**src/rtl/alu_shift_seq.sv**
```systemverilog
// alu_shift_seq: multi-cycle shift unit that shifts one bit per clock.
// It supports LSL, LSR, ASR and ROR, and presents a tagged result
// {OPCODE, zero pad, data} together with a one-cycle done pulse.
// Optional feature macro: SHIFT_CARRY_EN adds the carry output, which holds
// the last bit shifted out.
module alu_shift_seq #(
    parameter int                WIDTH   = 6,
    parameter int                SHAMT_W = 3,
    parameter int                OP_W    = 2,
    parameter logic [OP_W-1:0]   OPCODE  = 2'b01,
    parameter int                PAD_W   = 4,
    parameter int                OUT_W   = OP_W + PAD_W + WIDTH
) (
    input  logic               clk,
    input  logic               rst_n,
    input  logic               start,
    input  logic [1:0]         mode,
    input  logic [WIDTH-1:0]   x,
    input  logic [SHAMT_W-1:0] shamt,
    output logic               busy,
    output logic               done,
`ifdef SHIFT_CARRY_EN
    output logic [OUT_W-1:0]   out,
    output logic               carry
`else
    output logic [OUT_W-1:0]   out
`endif
);

    localparam logic [1:0] S_IDLE  = 2'd0;
    localparam logic [1:0] S_SHIFT = 2'd1;
    localparam logic [1:0] S_DONE  = 2'd2;

    localparam logic [1:0] M_LSL = 2'b00;
    localparam logic [1:0] M_LSR = 2'b01;
    localparam logic [1:0] M_ASR = 2'b10;
    localparam logic [1:0] M_ROR = 2'b11;

    // The counter only ever holds an effective amount, which is at most WIDTH.
    localparam int CNT_W = $clog2(WIDTH + 1);
    // This width holds both a raw shamt value and the constant WIDTH.
    localparam int EW    = (SHAMT_W > CNT_W) ? SHAMT_W : CNT_W;
    localparam logic [EW-1:0]    WIDTH_E = EW'(WIDTH);
    localparam logic [CNT_W-1:0] CNT_ONE = CNT_W'(1);

    logic [1:0]       state_q, state_d;
    logic [WIDTH-1:0] work_q,  work_d;
    logic [1:0]       mode_q,  mode_d;
    logic [CNT_W-1:0] cnt_q,   cnt_d;
    logic [OUT_W-1:0] out_q,   out_d;

    logic [EW-1:0]    sh_ext;
    logic [CNT_W-1:0] eff_amt;
    logic [WIDTH-1:0] shifted;

    assign sh_ext = EW'(shamt);

    // Effective amount: ROR wraps modulo WIDTH; the other modes saturate at WIDTH.
    always_comb begin
        eff_amt = '0;
        if (mode == M_ROR) begin
            eff_amt = CNT_W'(sh_ext % WIDTH_E);
        end else if (sh_ext > WIDTH_E) begin
            eff_amt = CNT_W'(WIDTH_E);
        end else begin
            eff_amt = CNT_W'(sh_ext);
        end
    end

    // Single-bit step of the work register for the captured mode.
    always_comb begin
        shifted = work_q;
        case (mode_q)
            M_LSL:   shifted = {work_q[WIDTH-2:0], 1'b0};
            M_LSR:   shifted = {1'b0, work_q[WIDTH-1:1]};
            M_ASR:   shifted = {work_q[WIDTH-1], work_q[WIDTH-1:1]};
            default: shifted = {work_q[0], work_q[WIDTH-1:1]};
        endcase
    end

`ifdef SHIFT_CARRY_EN
    logic carry_q, carry_d;
    logic shift_carry;

    // Bit that falls off during a single step: the MSB for LSL, the LSB otherwise.
    always_comb begin
        shift_carry = (mode_q == M_LSL) ? work_q[WIDTH-1] : work_q[0];
    end

    // The carry is cleared on accept, tracks every step, and then holds.
    always_comb begin
        carry_d = carry_q;
        if (state_q == S_IDLE && start) begin
            carry_d = 1'b0;
        end else if (state_q == S_SHIFT) begin
            carry_d = shift_carry;
        end
    end

    // Carry register.
    always_ff @(posedge clk or negedge rst_n) begin
        if (!rst_n) begin
            carry_q <= 1'b0;
        end else begin
            carry_q <= carry_d;
        end
    end

    assign carry = carry_q;
`endif

    // Control FSM: the result is latched into out on the edge that enters DONE.
    always_comb begin
        state_d = state_q;
        work_d  = work_q;
        mode_d  = mode_q;
        cnt_d   = cnt_q;
        out_d   = out_q;
        case (state_q)
            S_IDLE: begin
                if (start) begin
                    work_d = x;
                    mode_d = mode;
                    cnt_d  = eff_amt;
                    if (eff_amt == '0) begin
                        state_d = S_DONE;
                        out_d   = {OPCODE, {PAD_W{1'b0}}, x};
                    end else begin
                        state_d = S_SHIFT;
                    end
                end
            end
            S_SHIFT: begin
                work_d = shifted;
                cnt_d  = cnt_q - CNT_ONE;
                if (cnt_q == CNT_ONE) begin
                    state_d = S_DONE;
                    out_d   = {OPCODE, {PAD_W{1'b0}}, shifted};
                end
            end
            S_DONE: begin
                state_d = S_IDLE;
            end
            default: begin
                state_d = S_IDLE;
            end
        endcase
    end

    // State and datapath registers; an asserted reset drops any operation in flight.
    always_ff @(posedge clk or negedge rst_n) begin
        if (!rst_n) begin
            state_q <= S_IDLE;
            work_q  <= '0;
            mode_q  <= M_LSL;
            cnt_q   <= '0;
            out_q   <= '0;
        end else begin
            state_q <= state_d;
            work_q  <= work_d;
            mode_q  <= mode_d;
            cnt_q   <= cnt_d;
            out_q   <= out_d;
        end
    end

    assign busy = (state_q != S_IDLE);
    assign done = (state_q == S_DONE);
    assign out  = out_q;

endmodule

```
**config.mk**
```make
export PLATFORM = sky130hd
export DESIGN_NAME = alu_shift_seq
export DESIGN_NICKNAME = d
export VERILOG_FILES = /design/src/rtl/alu_shift_seq.sv
export SDC_FILE = /design/constraint.sdc
export NUM_CORES = 1
export LEC_CHECK = 0
export ABC_AREA = 1
export BUFFER_PORTS_ARGS = -buffer_cell sky130_fd_sc_hd__buf_2
export CORE_MARGIN = 2
export CORE_UTILIZATION = 56
export CTS_CLUSTER_DIAMETER = 100
export DETAILED_ROUTE_END_ITERATION = 10
export GPL_TIMING_DRIVEN = 0
export PLACE_DENSITY = 0.83
export SYNTH_ARGS = -nofsm -noshare
export SYNTH_HDL_FRONTEND = slang
export SYNTH_SLANG_ARGS = --single-unit
```
**constraint.sdc**
```tcl
create_clock -name clk -period 1.9 [get_ports clk]
set_input_delay 0.38 -clock clk [delete_from_list [all_inputs] [get_ports clk]]
set_output_delay 0.38 -clock clk [all_outputs]
set_load 0.03 [all_outputs]
```
# Word level (Yosys, flattened, before mapping)

Index checks and enable logic that the tools add are counted.

$add $sub $neg: 1
Multipliers: 0
Div/mod/pow operators: 1
Order comparisons: 1
Eq/ne operators: 9
Shift-type cells: 0
Muxes and demuxes: 15
Bitwise operators: 0
Reductions and logical operators: 9

Operators with widths:

| kind                | number |
|---|---|
| $mux 12             | 3 |
| $pmux 12 s2         | 1 |
| $pmux 6 s3          | 1 |
| $pmux 6 s2          | 1 |
| $mux 3              | 3 |
| $eq 2x2->1 const B  | 3 |
| $mux 2              | 3 |
| $mux 6              | 1 |
| $ne 2x2->1 const B  | 3 |
| $pmux 3 s2          | 1 |
| $reduce_and 2->1    | 3 |
| $eq 2x1->1 const B  | 2 |
| $logic_not 2->1     | 2 |
| $pmux 2 s2          | 1 |
| $reduce_and 4->1    | 1 |
| $reduce_bool 2->1   | 2 |
| $eq 3x1->1 const B  | 1 |
| $gt 3x3->1 const B  | 1 |
| $logic_not 3->1     | 1 |
| $mod 3x3->3 const B | 1 |
| $sub 3x1->3 const B | 1 |

Register bits after elaboration: 25
Latch bits: 0
RAM bits: 0
Memory bits (read-only): 0
Output and inout port bits: 14
Word-level logic and storage cells: 41
Memories kept: 0

# Depth between registers and ports, before layout

Gate-level depths: netlist (run 1).

Word-level depth: 7
Depth in mapped cells: 8

# Worst setup path after synthesis (run 1)

No wires, ideal clock.

Path type: register -> output
Start: register state_q[1]
End: output done
Arrival: 0.858 ns
Required time: 1.520 ns
Slack: 0.662 ns
Stages on the path, launching flop included: 3
Path buffers: 0
Cell sequence: dfrtp_1 inv_2 nor2_1

Word-level cells in the longest chain between the ends: 1

RTL lines:

| item                   | RTL line | text |
|---|---|---|
| start, declared        | 46       | `logic [1:0] state_q, state_d;` |
| start signal, assigned | 159      | `state_q <= state_d;` |
| $eq 2x2->1             | 168      | `assign done = (state_q == S_DONE);` |
| end, declared          | 21       | `output logic done,` |

No other way between the ends.

# Final worst setup path (run 1)

Ends and elaborated chain as after synthesis.

==> results.sh, run 1 <==
export IMPL_fillers=181
export IMPL_h_tree_depth=1
export IMPL_die_area_um2=2480
export IMPL_postCtsSetupRepairBufs=0
export IMPL_crit_path_max_incr_delay_ps=420
export IMPL_synth_seq_area_share=0.427
export IMPL_p_leak_nw=0.769
export IMPL_setup_viol=0
export IMPL_path_cells="inv_2 > nor2_1 > buf_2"
export IMPL_cts_resized_gates=0
export IMPL_cts_clk_slew_worst_paths_ps=120
export IMPL_finalCriticalPeriod_ps=1460
export IMPL_num_vias=999
export IMPL_worst_ep_arrival_time_ps=1080
export IMPL_wl_um=2320
export IMPL_ant_nets=0
export IMPL_fin_ws_ps=441
export IMPL_r2r_cells=7
export IMPL_fp_dieH_um=49.8
export IMPL_path_buf_inv=2
export IMPL_cellPowerDensity_nw_per_um2=1910
export IMPL_fmax_mhz=685
export IMPL_cts_root_buf="clkbuf_4"
export IMPL_met3_usage=0.0364
export IMPL_yosysUniqueCellTypes=25
export IMPL_final_setup_tns_ps=0
export IMPL_irDropWorstVdd_uv=961
export IMPL_final_cells=201
export IMPL_avgSynthCellArea_um2=8.14
export IMPL_rsz0062_at_grt="no"
export IMPL_cts_inserted_buffers=3
export IMPL_vias_per_cell=4.97
export IMPL_coreArea_um2=1960
export IMPL_nNetsFinal=191
export IMPL_drtIter0Drc=19
export IMPL_clockBufferDepth=2
export IMPL_hold_buffers=0
export IMPL_yosysWarningCount=0
export IMPL_dp_cells=197
export IMPL_worst_setup_path_start_kind="flip-flop"
export IMPL_placed_area_um2=1330
export IMPL_busiest_layer="met2"
export IMPL_grt_pass1_vias=946
export IMPL_outcome="complete, but fails checks"
export IMPL_antennaDiodeCount=0
export IMPL_grt_max_degree=21
export IMPL_crit_required_ps=1520
export IMPL_finalHoldViolCount=8
export IMPL_slowest_stage="dfrtp_1"
export IMPL_utilization=0.705
export IMPL_crit_fanout=3
export IMPL_grt_use_total=0.217
export IMPL_drive_above_1_share=0.322
export IMPL_finalCritPeriodShare=0.768
export IMPL_drc=0
export IMPL_skew_ps=7.18
export IMPL_start_util=0.598
export IMPL_ios=28
export IMPL_dr_pass1_iters=4
export IMPL_chipWidth_um=49.8
export IMPL_cts_tree="built"
export IMPL_timing_hold_ws_ps=-12.6
export IMPL_synth_seq_cells=20
export IMPL_p_total_mw=2.65
export IMPL_path_class="reg2out"
export IMPL_use_met2=0.393
export IMPL_grt_antenna_before_repair=0
export IMPL_grt_pass1_wl_um=4100
export IMPL_violations="negative hold slack"
export IMPL_place_hpwl_um=1770
export IMPL_wl_per_cell_um=11.5
export IMPL_clkSinkCount=20
export IMPL_syn_inst=144
export IMPL_syn_area_um2=1170
export IMPL_report_final_slew_viol_count=0
export IMPL_use_met1=0.259
export IMPL_drv_cap=0
export IMPL_clkLatencyLatePin_ps=310
export IMPL_cp_num_cells=3
export IMPL_place_gp_congestion=0.795
export IMPL_crit_family="flip-flops"
export IMPL_grt_overflow=0
export IMPL_syn2layout_area_growth_pct=18.0
export IMPL_stdcell_area_um2=1380
export IMPL_io_buffers=22
export IMPL_hold_path_class="in2async"
export IMPL_endpoint_kind="output port"
export IMPL_dp_slack_ps=581
export IMPL_rows=16
## per-layer routing
layer	routed length, µm	vias up
li1	-	507
met1	1020	463
met2	1200	26
met3	82	3
met4	20	0
met5	0	-
## placed cells by master (no fill, tap or decap)
cell / n
nand2_1: 50
buf_2: 22
nand3_1: 20
dfrtp_1: 20
inv_1: 13
o21ai_2: 6
nand2_2: 5
buf_4: 5
conb_1: 5
inv_2: 3
inv_4: 3
clkbuf_4: 3
nor2_1: 2
o21ai_0: 2
ha_1: 2
nor2_4: 1
nand3_4: 1
o21ai_4: 1
nand2_4: 1
nor2_2: 1
buf_6: 1
nor2_8: 1
buf_8: 1
a21oi_1: 1
a211oi_1: 1
o221ai_1: 1
o211ai_1: 1
bufinv_16: 1
## final timing paths
path	startpoint	to	slack (ps)
min in group clk	mode[1]	mode_q[1]	310
max in group asynchronous	rst_n	out[3]	1600
min	rst_n	cnt_q[0]	-10
min reg2reg	out[1]	out[1]	480
max	state_q[1]	done	440
max reg2reg	cnt_q[1]	out[3]	550
## final cells by class
type | instances | area, µm² | share of cell area
repair buffers | 22 | 110 | 0.0796
plain buffers | 7 | 63.8 | 0.0461
clock inverters | 1 | 30.0 | 0.0217
flip-flops and latches | 20 | 500 | 0.362
inverters | 19 | 78.8 | 0.0570
clock buffers | 3 | 22.5 | 0.0163
well taps | 27 | 33.8 | 0.0244
multi-input cells | 102 | 544 | 0.393
## registers in the layout, indices dropped and copies added (netlist names)
name / count
cnt_q: 3
mode_q: 2
out: 7
state_q: 2
work_q: 6
## cell families after synthesis
logic type	Yosys count	synth area share
buffers and inverters	26	0.122
AO/OA/AOI/OAI	13	0.0918
AND/OR/NAND/NOR	82	0.335
flip-flops	20	0.427
adder cells (fa/ha/maj)	2	0.0213
other	1	0.00320
## power breakdown
| group | internal, mW | total (mW) | switching, mW | leakage, nW |
|---|---|---|---|---|
| Combinational | 0.529 | 1.55 | 1.02 | 0.497 |
| Clock | 0.213 | 0.354 | 0.141 | 0.0279 |
| Sequential | 0.626 | 0.747 | 0.121 | 0.244 |
## cells in the mapped netlist
cell type | number | share of area
buf_8 | 1 | 0.013
o21ai_2 | 6 | 0.045
inv_2 | 3 | 0.0096
nor2_8 | 1 | 0.017
dfrtp_1 | 20 | 0.43
nand2_2 | 5 | 0.027
nand2_4 | 1 | 0.0096
a21oi_1 | 1 | 0.0043
o21ai_4 | 1 | 0.014
buf_4 | 5 | 0.032
inv_1 | 13 | 0.042
nand2_1 | 50 | 0.16
ha_1 | 2 | 0.021
a211oi_1 | 1 | 0.0064
buf_6 | 1 | 0.0096
nor2_4 | 1 | 0.0096
nor2_1 | 2 | 0.0064
inv_4 | 3 | 0.016
nand3_1 | 20 | 0.085
nor2_2 | 1 | 0.0053
o21ai_0 | 2 | 0.0085
o211ai_1 | 1 | 0.0064
nand3_4 | 1 | 0.015
conb_1 | 1 | 0.0032
o221ai_1 | 1 | 0.0075
(Power assumes the default switching activity.)
==> inputs of run 2 (changes only) <==
--- a/config.mk
+++ b/config.mk
@@ -8,11 +8,11 @@
 export ABC_AREA = 1
 export BUFFER_PORTS_ARGS = -buffer_cell sky130_fd_sc_hd__buf_2
 export CORE_MARGIN = 2
-export CORE_UTILIZATION = 56
+export CORE_UTILIZATION = 52
 export CTS_CLUSTER_DIAMETER = 100
 export DETAILED_ROUTE_END_ITERATION = 10
 export GPL_TIMING_DRIVEN = 0
-export PLACE_DENSITY = 0.83
+export PLACE_DENSITY = 0.78
 export SYNTH_ARGS = -nofsm -noshare
 export SYNTH_HDL_FRONTEND = slang
 export SYNTH_SLANG_ARGS = --single-unit
==> constraint.sdc (replaced) <==
create_clock -name clk -period 1.4 [get_ports clk]
set_input_delay 0.28 -clock clk [delete_from_list [all_inputs] [get_ports clk]]
set_output_delay 0.28 -clock clk [all_outputs]
set_load 0.03 [all_outputs]
==> run 2 against run 1 <==
Against the previous run:
- the flow now finishes without violations
- register-to-register slack got worse by 500 ps
- combinational power rose by 39%
- total power rose by 37%
- via count fell by 1.1%
- highest routed layer unchanged
- largest cell class unchanged
- count of clock-buffer cells in the layout did not move
- non-clock buffer count rose by 4
- global-route usage fell by 2.1 points
- core utilization fell by 5.2 points
- design area rose by 2.4%
- die area rose by 7.1%
- clock power rose by 32%
- routed wire length fell by 2.0%
==> results.sh, run 2 (same netlist as run 1, synthesis figures left out) <==
export IMPL_setup_viol=0
export IMPL_layout_common_cells="nand2_1, buf_2, nand3_1, dfrtp_1, inv_1"
export IMPL_syn2layout_area_growth_pct=20.9
export IMPL_dp_cells=198
export IMPL_endpoint_kind="output port"
export IMPL_start_util=0.540
export IMPL_drive_above_1_share=0.331
export IMPL_clockBufferDepth=2
export IMPL_drc=0
export IMPL_fmax_mhz=743
export IMPL_report_final_slew_viol_count=0
export IMPL_place_gp_congestion=0.879
export IMPL_grt_pass1_wl_um=3860
export IMPL_cts_inserted_buffers=3
export IMPL_fp_dieH_um=51.5
export IMPL_cts_root_buf="clkbuf_4"
export IMPL_nNetsFinal=195
export IMPL_fin_ws_ps=55.0
export IMPL_skew_ps=1.29
export IMPL_grt_pass1_vias=904
export IMPL_r2r_start="cnt_q[1]"
export IMPL_chipWidth_um=51.5
export IMPL_path_class="reg2out"
export IMPL_cts_resized_gates=0
export IMPL_hold_path_class="in2reg"
export IMPL_die_area_um2=2650
export IMPL_crit_fanout=4
export IMPL_coreArea_um2=2170
export IMPL_vias_per_cell=4.80
export IMPL_outcome="complete, no violations"
export IMPL_drtIter0Drc=21
export IMPL_clkLatencyLatePin_ps=300
export IMPL_irDropWorstVdd_uv=1370
export IMPL_ios=28
export IMPL_num_vias=988
export IMPL_finalCriticalPeriod_ps=1350
export IMPL_finalCritPeriodShare=0.961
export IMPL_worst_ep_arrival_time_ps=1070
export IMPL_wl_um=2270
export IMPL_dp_slack_ps=72.3
export IMPL_cts_tree="built"
export IMPL_largest_reg_flops=7
export IMPL_p_leak_nw=0.788
export IMPL_rows=17
export IMPL_clkSinkCount=20
export IMPL_antennaDiodeCount=0
export IMPL_worst_setup_path_start_kind="flip-flop"
export IMPL_cp_startpoint="state_q[0]"
export IMPL_dr_pass1_iters=6
export IMPL_grt_antenna_before_repair=0
export IMPL_grt_overflow=0
export IMPL_place_hpwl_um=1740
export IMPL_drv_cap=0
export IMPL_ant_nets=0
export IMPL_grt_use_total=0.196
export IMPL_cellPowerDensity_nw_per_um2=2570
export IMPL_io_buffers=22
export IMPL_grt_max_degree=21
export IMPL_crit_required_ps=1120
export IMPL_finalHoldViolCount=0
export IMPL_hp_start="mode[1]"
export IMPL_final_setup_tns_ps=0
export IMPL_cts_clk_slew_worst_paths_ps=110
export IMPL_final_cells=206
export IMPL_h_tree_depth=1
export IMPL_final_common_cell="nand2_1"
export IMPL_fillers=204
export IMPL_wl_per_cell_um=11.0
## run 2: cell count changes in the layout (fill, tap and decap cells not counted)
cell,change
dlygate4sd3_1,+1
buf_4,+3
## run 2: repair_timing
item,in CTS,in global routing
hold buffers,1,0
buffers inserted,0,3
hold endpoints to repair,20,0
setup endpoints to repair,0,7
## run 2: per-stage QoR
stage | hold slack [ps] | util | power, mW | area, µm²
4_1_cts | 219 | 0.643 | 3.60 | 1400
3_3_place_gp | 242 | 0.614 | 3.04 | 1330
6_report | 220 | 0.653 | 3.64 | 1420
3_5_place_dp | 255 | 0.614 | 3.12 | 1330
2_1_floorplan | -15.6 | - | 2.68 | 1190
5_1_grt | 235 | 0.653 | 3.93 | 1420
## run 2: final timing paths
check | end | slack, ps | cells after the start
worst max-delay path | busy | 50 | 3
worst min-delay path | mode_q[1] | 220 | 3
worst max register to register | out[4] | 50 | 7
worst min register to register | out[10] | 470 | 2
max in group asynchronous | mode_q[1] | 650 | 2
min in group asynchronous | out[10] | 450 | 2
## run 2: worst max-delay path, cell delays in order, from the launching register on
cell and delay (ps):
dfrtp_1 410, inv_2 120, nand2_1 70, buf_2 170
## run 2: final cells by class
class | count | area, µm² | area share
Clock inverter | 1 | 30.0 | 0.0212
Inverter | 19 | 78.8 | 0.0556
Multi-Input combinational cell | 102 | 544 | 0.384
Buffer | 7 | 63.8 | 0.0450
Timing Repair Buffer | 26 | 143 | 0.101
Tap cell | 28 | 35.0 | 0.0247
Clock buffer | 3 | 22.5 | 0.0159
Sequential cell | 20 | 500 | 0.353
## run 2: per-layer routing
layer,routed length [µm],vias to the layer above,GRT usage
li1,-,514,-
met1,995,453,0.244
met2,1180,17,0.340
met3,72,4,0.0351
met4,19,0,0.0658
met5,0,-,0
## run 2: power by group
part	internal (mW)	total, mW	switching (mW)
Clock	0.289	0.469	0.180
Combinational	0.767	2.16	1.39
Sequential	0.850	1.01	0.159
Total	1.91	3.64	1.73
==> inputs of run 3 (changes only) <==
==> constraint.sdc (replaced) <==
create_clock -name clk -period 1.4 [get_ports clk]
set_input_delay 0.28 -clock clk [delete_from_list [all_inputs] [get_ports clk]]
set_output_delay 0.28 -clock clk [all_outputs]
set_load 0.01 [all_outputs]
==> run 3 against run 2 <==
Against the previous run:
- register-to-register slack barely moved
- count of clock-buffer cells in the layout did not move
- design area fell by 0.53%
- non-clock buffer count fell by 1
- first-iteration DRC count fell by 4.8%
- fmax rose by 0.63%
- routed wire length fell by 0.84%
- via count rose by 0.30%
- largest cell class unchanged
==> results.sh, run 3 (same netlist as run 1, synthesis figures left out) <==
export IMPL_path_cells="inv_1 > ha_1 > nand2_1 > o21ai_4 > buf_4 > nand3_1 > nand2_1"
export IMPL_cts_root_buf="clkbuf_4"
export IMPL_grt_use_total=0.196
export IMPL_placed_area_um2=1330
export IMPL_layout_common_cells="nand2_1, buf_2, nand3_1, dfrtp_1, inv_1"
export IMPL_dr_pass1_iters=4
export IMPL_p_total_mw=3.44
export IMPL_endpoint_kind="flip-flop"
export IMPL_clockBufferDepth=2
export IMPL_finalCriticalPeriod_ps=1340
export IMPL_sw_frac_of_total=0.451
export IMPL_clkLatencyLatePin_ps=300
export IMPL_timing_hold_ws_ps=220
export IMPL_wl_per_cell_um=11.0
export IMPL_pwr_share_clk=0.136
export IMPL_die_area_um2=2650
export IMPL_hold_path_class="in2reg"
export IMPL_setup_viol=0
export IMPL_path_class="reg2reg"
export IMPL_grt_pass1_wl_um=3860
export IMPL_nNetsFinal=194
export IMPL_skew_ps=1.17
export IMPL_place_hpwl_um=1740
export IMPL_dp_cells=198
export IMPL_crit_required_ps=1650
export IMPL_internal_power_mw=1.89
export IMPL_largest_reg_flops=7
export IMPL_final_cells=205
export IMPL_fmax_mhz=748
export IMPL_cellPowerDensity_nw_per_um2=2440
export IMPL_io_buffers=22
export IMPL_vias_per_cell=4.83
export IMPL_cts_clk_slew_worst_paths_ps=110
export IMPL_grt_antenna_before_repair=0
export IMPL_grt_max_degree=21
export IMPL_start_util=0.540
export IMPL_stdcell_area_um2=1410
export IMPL_finalCritPeriodShare=0.955
export IMPL_finalHoldViolCount=0
export IMPL_crit_path_max_incr_delay_ps=400
export IMPL_chipWidth_um=51.5
export IMPL_coreArea_um2=2170
export IMPL_final_common_cell="nand2_1"
export IMPL_place_gp_congestion=0.879
export IMPL_crit_path_frequent_cell="nand2_1"
export IMPL_h_tree_depth=1
export IMPL_antennaDiodeCount=0
export IMPL_ant_nets=0
export IMPL_grt_pass1_vias=904
export IMPL_drive_above_1_share=0.328
export IMPL_switching_power_mw=1.55
export IMPL_pwr_share_seq=0.293
export IMPL_report_final_slew_viol_count=0
export IMPL_grt_overflow=0
export IMPL_clkSinkCount=20
export IMPL_outcome="complete, no violations"
export IMPL_comb_power_share=0.570
export IMPL_drc=0
export IMPL_drv_cap=0
export IMPL_worst_ep_arrival_time_ps=1580
export IMPL_p_leak_nw=0.784
export IMPL_rows=17
export IMPL_cts_inserted_buffers=3
export IMPL_slowest_stage="dfrtp_1"
export IMPL_syn2layout_area_growth_pct=20.3
export IMPL_crit_fanout=4
export IMPL_num_vias=991
export IMPL_wl_um=2250
export IMPL_ios=28
export IMPL_irDropWorstVdd_uv=1230
export IMPL_worst_setup_path_start_kind="flip-flop"
export IMPL_drtIter0Drc=20
export IMPL_fp_dieH_um=51.5
export IMPL_cts_tree="built"
==> run 3: timing repair <==
item | CTS | global route
hold buffers | 1 | 0
setup buffers | 0 | 2
endpoints found under the hold margin | 20 | 0
resized for setup | 0 | 0
setup endpoints to repair | 0 | 6
==> run 3: layer usage <==
layer	wire, µm	track usage
met5	0	0
met4	19	0.0658
met3	86	0.0351
met2	1180	0.340
met1	966	0.244
==> run 3: stage by stage <==
step                      TNS [ps]   util  worst slack, ps
after floorplan                  0      -              204
after global placement           0  0.614              121
after detailed placement         0  0.614             72.3
after CTS                        0  0.643             49.7
after global routing         -36.2  0.650            -19.6
final                            0  0.650             63.4
==> run 3: final cells by class <==
class                      instances  area [µm²]
clock inverter                     1        30.0
inverter                          19        78.8
clock buffer                       3        22.5
fill                             206         759
sequential                        20         500
tap                               28        35.0
timing repair buffer              25         135
multi-input combinational        102         544
buffer                             7        63.8
==> run 3: critical path, delay by kind of cell (launching register included) <==
family	cells	cell delay (ps)
simple gates	3	280
compound gates	1	230
fa+ha+maj	1	140
flops	1	400
buf+inv	2	240
==> run 3: path summary, 6_finish.rpt <==
path,startpoint,end,slack [ps],cells past startpoint
worst max-delay path,cnt_q[1],out[4],60,7
worst min-delay path,mode[1],mode_q[1],220,3
worst max register to register,cnt_q[1],out[4],60,7
worst min register to register,out[10],out[10],470,2
max in group asynchronous,rst_n,mode_q[1],650,2
min in group asynchronous,rst_n,out[10],450,2
==> run 3: power groups by stage <==
stage | Clock [mW] | Sequential (mW) | Combinational (mW)
after global routing | 0.506 | 1.04 | 2.19
after CTS | 0.478 | 1.01 | 1.94
after floorplan | 0 | 1.03 | 1.48
after detailed placement | 0 | 1.02 | 1.93
after global placement | 0 | 1.01 | 1.86
final | 0.469 | 1.01 | 1.96
